===== src/rtl/addsub_seq.sv =====
// Byte-serial multi-word adder/subtractor: one 8-bit slice per cycle, LSB first.
// Optional signed saturation of the final result when ADDSUB_SEQ_SAT_EN is defined.
module addsub_seq #(
  parameter int NBYTES = 4,
  parameter int IDXW   = $clog2(NBYTES + 1)
) (
  input  logic                  clk,
  input  logic                  rst_n,
  input  logic                  in_valid,
  output logic                  in_ready,
  input  logic                  op_sub,
  input  logic [8*NBYTES-1:0]   op_a,
  input  logic [8*NBYTES-1:0]   op_b,
  output logic                  out_valid,
  input  logic                  out_ready,
  output logic [8*NBYTES-1:0]   result,
  output logic                  carry_out,
  output logic                  overflow,
  output logic                  busy
);

  localparam int W = 8 * NBYTES;

  typedef enum logic [1:0] {IDLE, RUN, DONE} state_t;

  state_t          state_q, state_d;
  logic [IDXW-1:0] idx_q, idx_d;
  logic [W-1:0]    a_q, a_d;
  logic [W-1:0]    b_q, b_d;
  logic            c_q, c_d;
  logic [W-1:0]    result_q, result_d;
  logic            carry_q, carry_d;
  logic            ovf_q, ovf_d;

  logic [7:0]      a_byte, b_byte;
  logic [8:0]      s;

  always_comb begin
    state_d  = state_q;
    idx_d    = idx_q;
    a_d      = a_q;
    b_d      = b_q;
    c_d      = c_q;
    result_d = result_q;
    carry_d  = carry_q;
    ovf_d    = ovf_q;
    a_byte   = '0;
    b_byte   = '0;
    s        = '0;

    case (state_q)
      IDLE: begin
        if (in_valid) begin
          a_d     = op_a;
          // Subtraction as A + ~B + 1: invert B here, the +1 enters as the initial carry.
          b_d     = op_b ^ {W{op_sub}};
          c_d     = op_sub;
          idx_d   = '0;
          state_d = RUN;
        end
      end

      RUN: begin
        for (int i = 0; i < NBYTES; i++) begin
          if (idx_q == IDXW'(i)) begin
            a_byte = a_q[8*i +: 8];
            b_byte = b_q[8*i +: 8];
          end
        end
        s = {1'b0, a_byte} + {1'b0, b_byte} + {8'b0, c_q};
        for (int i = 0; i < NBYTES; i++) begin
          if (idx_q == IDXW'(i)) begin
            result_d[8*i +: 8] = s[7:0];
          end
        end
        c_d = s[8];
        if (idx_q == IDXW'(NBYTES - 1)) begin
          carry_d = s[8];
          ovf_d   = (a_q[W-1] == b_q[W-1]) && (s[7] != a_q[W-1]);
`ifdef ADDSUB_SEQ_SAT_EN
          if ((a_q[W-1] == b_q[W-1]) && (s[7] != a_q[W-1])) begin
            result_d = a_q[W-1] ? {1'b1, {(W-1){1'b0}}} : {1'b0, {(W-1){1'b1}}};
          end
`endif
          idx_d   = '0;
          state_d = DONE;
        end else begin
          idx_d = idx_q + IDXW'(1);
        end
      end

      DONE: begin
        if (out_ready) begin
          state_d = IDLE;
        end
      end

      default: state_d = IDLE;
    endcase
  end

  always_ff @(posedge clk or negedge rst_n) begin
    if (!rst_n) begin
      state_q  <= IDLE;
      idx_q    <= '0;
      a_q      <= '0;
      b_q      <= '0;
      c_q      <= 1'b0;
      result_q <= '0;
      carry_q  <= 1'b0;
      ovf_q    <= 1'b0;
    end else begin
      state_q  <= state_d;
      idx_q    <= idx_d;
      a_q      <= a_d;
      b_q      <= b_d;
      c_q      <= c_d;
      result_q <= result_d;
      carry_q  <= carry_d;
      ovf_q    <= ovf_d;
    end
  end

  assign in_ready  = (state_q == IDLE);
  assign out_valid = (state_q == DONE);
  assign busy      = (state_q != IDLE);
  assign result    = result_q;
  assign carry_out = carry_q;
  assign overflow  = ovf_q;

endmodule

===== config.mk =====
export PLATFORM = sky130hd
export DESIGN_NAME = addsub_seq
export DESIGN_NICKNAME = d
export VERILOG_FILES = /design/src/rtl/addsub_seq.sv
export SDC_FILE = /design/constraint.sdc
export NUM_CORES = 1
export LEC_CHECK = 0
export CELL_PAD_IN_SITES_DETAIL_PLACEMENT = 0
export CELL_PAD_IN_SITES_GLOBAL_PLACEMENT = 2
export CORE_AREA = 2 2 150 108
export DETAILED_ROUTE_END_ITERATION = 10
export DIE_AREA = 0 0 152 110
export PLACE_DENSITY = 0.84
export SLEW_MARGIN = 25
export SYNTH_ARGS = -nofsm -noshare
export SYNTH_HDL_FRONTEND = slang
export SYNTH_SLANG_ARGS = --single-unit

===== constraint.sdc =====
create_clock -name clk -period 8.7 [get_ports clk]
set_input_delay 1.305 -clock clk [delete_from_list [all_inputs] [get_ports clk]]
set_output_delay 1.305 -clock clk [all_outputs]
set_load 0.1 [all_outputs]

==> results.txt <==
----------------------------------------------------
[Status]
  Run status ... finished clean

[Synthesis]
  Total standard cell area after synthesis ... 5268 µm²
  Post-Synthesis Mean Instance Area ... 10.13 µm²
  Top area cells in the synthesized netlist ... sky130_fd_sc_hd__dfrtp_1 49%, sky130_fd_sc_hd__mux2_4 8.3%, sky130_fd_sc_hd__a21oi_1 7.0%
  Net count after synthesis ... 602
  Number of register bits inferred by synthesis ... 104
  Post-synthesis instance total ... 520
  Yosys cell types ... 44
  Warnings, synthesis ... 0
  Sequential cell area fraction in the yosys report ... 0.4941
  Post-synthesis cell type with the largest combined area ... sky130_fd_sc_hd__dfrtp_1
  Area share of the largest cell type after synthesis ... 0.4941

[GRT]
  Number of antenna violations at the first check in global routing ... 0
  Final global-route overflow total ... 0
  Pin count of the biggest net entering global routing ... 74
  Global-route usage over all layers ... 0.1591
  Global-route wire length before repair ... 20900 µm
  Via count of the first global-routing pass ... 4021

[Critical path]
  Data arrival time of the worst path ... 3.92 ns
  Endpoint type of the worst setup path ... flop
  Critical Path Source Type ... flop
  Series of cell instances along the critical path ... inv_1 -> ha_1 -> nand2_1 -> a21oi_1 -> a21oi_1 -> o21ai_0 -> nand2b_1 -> fa_1 -> fa_1 -> nor2b_1 -> o21a_1 -> o21ai_1 -> a21oi_2 -> xnor2_1 -> o21ai_1
  Critical path peak fanout ... 33
  Required time of the worst setup path ... 8.91 ns
  Critical path's largest stage delay ... 0.75 ns
  WS Path Type ... flop to flop
  Critical path's slowest cell ... sky130_fd_sc_hd__ha_1

[Clock tree]
  Clock-pin slew on the worst setup and hold paths ... 0.07 ns
  Total number of H-tree levels ... 3
  Cts bufs inserted ... 9
  Clock root buffer master ... sky130_fd_sc_hd__clkbuf_16
  Cts repair resizes ... 0
  Count of hold buffers inserted by post-cts repair ... 0
  TritonCTS clock tree ... built
  Setup bufs post-CTS ... 0
  Maximum buffer depth of the clock tree ... 2
  Number of clock sinks ... 104
  Insertion delay of the later-clocked pin in the worst-skew pair ... 0.34 ns

[Cells and area]
  Antenna diode instance count ... 0
  Top library cells by usage in the layout, fill and taps aside ... 104 x sky130_fd_sc_hd__dfrtp_1, 103 x sky130_fd_sc_hd__clkdlybuf4s50_1, 74 x sky130_fd_sc_hd__a21oi_1
  Utilization after layout ... 0.4380
  Net total in the final layout ... 686
  Most common library cell in the layout ignoring fill and taps ... sky130_fd_sc_hd__dfrtp_1
  Share of layout cells above drive strength 1 ... 0.1118
  Total of fill cells in the finished design ... 1430
  Area added between synthesis and finish ... 26.91%

[Detailed routing]
  DRC viols ... 0
  Per-cell via count in the routed design ... 4.816
  Count of vias placed by the detailed router ... 3891
  Post-route ant nets ... 0
  Routed WL per cell ... 15.78 µm
  Aggregate routed wire length ... 12750 µm
  Drt first pass iters ... 4
  Starting DRT DRC Count ... 221

[Floorplan]
  Total die area ... 16720 µm²
  Rows ... 38
  Placeable Area ... 15260 µm²
  Boundary pin count ... 106
  Die H ... 110 µm
  Chip Width ... 152 µm
  Effective utilization at floorplan ... 0.3451

[Timing]
  Maximum achievable frequency ... 269.3 MHz
  Unrepaired setup endpoints after global routing ... false
  Number of pins exceeding their max-slew limit in the final report ... 0
  Period minus WS final ... 3.713 ns
  Worst slew pin tran ... 0.9865 ns
  Hold Fails Final Rpt ... 0
  Worst clock skew ... 0.004939 ns
  Slew margin rel. ... 0.3403
  Count of endpoints failing setup in the final report ... 0
  Final-layout setup total negative slack ... 0 ns
  Final period utilization ... 0.4268

[Run]
  Reported max-cap violation count ... 0

[Place]
  Total half-perimeter wirelength after legalization and detailed placement ... 9262 µm
  Buffers added on ports ... 105
  Routability cong. ... 0.7992

[Worst hold path]
  Tightest Hold Check Type ... flop to flop

----------------------------------------------------
==> cell type report <==
type,instances,area (µm²),share of cell area
clock buffer,10,239.0,0.03575
sequential,104,2603,0.3893
timing repair buffer,107,1059,0.1583
tap,200,250.2,0.03743
clock inverter,5,57.56,0.008609
multi-input combinational,376,2455,0.3672
inverter,6,22.52,0.003369
==> registers in the layout, summed over array words and instances (netlist names) <==
signal,count
idx_q,3
carry_out,1
b_q,32
overflow,1
state_q,2
result,32
a_q,32
c_q,1
==> cells by family (layout without fill, tap and decap cells) <==
| kind of cell | count (synthesis) | count (layout) | synth area share |
|---|---|---|---|
| flip-flops | 104 | 104 | 0.4941 |
| multiplexers | 33 | 33 | 0.09097 |
| adder cells (fa/ha/maj) | 13 | 13 | 0.03373 |
| AND/OR/NAND/NOR | 159 | 159 | 0.1366 |
| buffers and inverters | 40 | 128 | 0.04133 |
| AO/OA/AOI/OAI | 134 | 134 | 0.1418 |
| XOR/XNOR | 37 | 37 | 0.06152 |
==> Yosys cell counts (all sizes together) <==
| cell | number |
|---|---|
| nor2b | 2 |
| a32o | 1 |
| and2 | 1 |
| nand2 | 58 |
| a211o | 1 |
| a21oi | 84 |
| nor4 | 1 |
| a22oi | 1 |
| a31oi | 1 |
| and2b | 2 |
| mux2i | 1 |
| buf | 23 |
| mux2 | 32 |
| a22o | 1 |
| nor3b | 1 |
| o21bai | 1 |
| fa | 2 |
| nand4b | 1 |
| o21ai | 38 |
| xnor2 | 33 |
| nor2 | 67 |
| nand3 | 1 |
| o21a | 2 |
| clkbuf | 11 |
| xor2 | 4 |
| o31ai | 1 |
| inv | 6 |
| ha | 11 |
| or2 | 2 |
| nand3b | 16 |
| nand2b | 7 |
| o211ai | 2 |
| a21o | 1 |
| dfrtp | 104 |
==> worst paths after layout <==
kind | to | cells past startpoint | startpoint | slack, ns
setup / recovery | result[22] | 15 | idx_q[1] | 4.99
hold / removal | result[31] | 2 | result[31] | 0.48
setup reg to reg | result[22] | 15 | idx_q[1] | 4.99
hold reg to reg | result[31] | 2 | result[31] | 0.48
max in group asynchronous | b_q[9] | 2 | rst_n | 6.57
min in group asynchronous | result[0] | 1 | rst_n | 0.96
==> critical path, delay by kind of cell (launching register included) <==
family | cells | cell delay (ns)
adders and majority gates | 3 | 1.60
AOI/OAI and AO/OA | 7 | 0.90
DFF | 1 | 0.42
and+or+nand+nor | 3 | 0.35
xor gates and xnor gates | 1 | 0.22
buffers and inverters | 1 | 0.10
==> layer usage <==
metal  global-route usage  share of wire
met2               0.2420           0.43
met5                    0              0
met1               0.2281           0.52
met4              0.04206         0.0079
met3              0.03948          0.038
==> stage by stage <==
stage,area (µm²),worst slack [ns],std cells,hold slack [ns]
floorplan,5268,5.368,520,0.4584
global placement,6384,5.052,793,0.4660
detailed placement,6384,4.967,793,0.4736
CTS,6680,4.950,808,0.4889
global route,6685,4.599,808,0.5121
finish,6685,4.987,808,0.4846
Power is not shown: default switching activity piles up to over one toggle a cycle in this logic, so the estimate is an artifact.
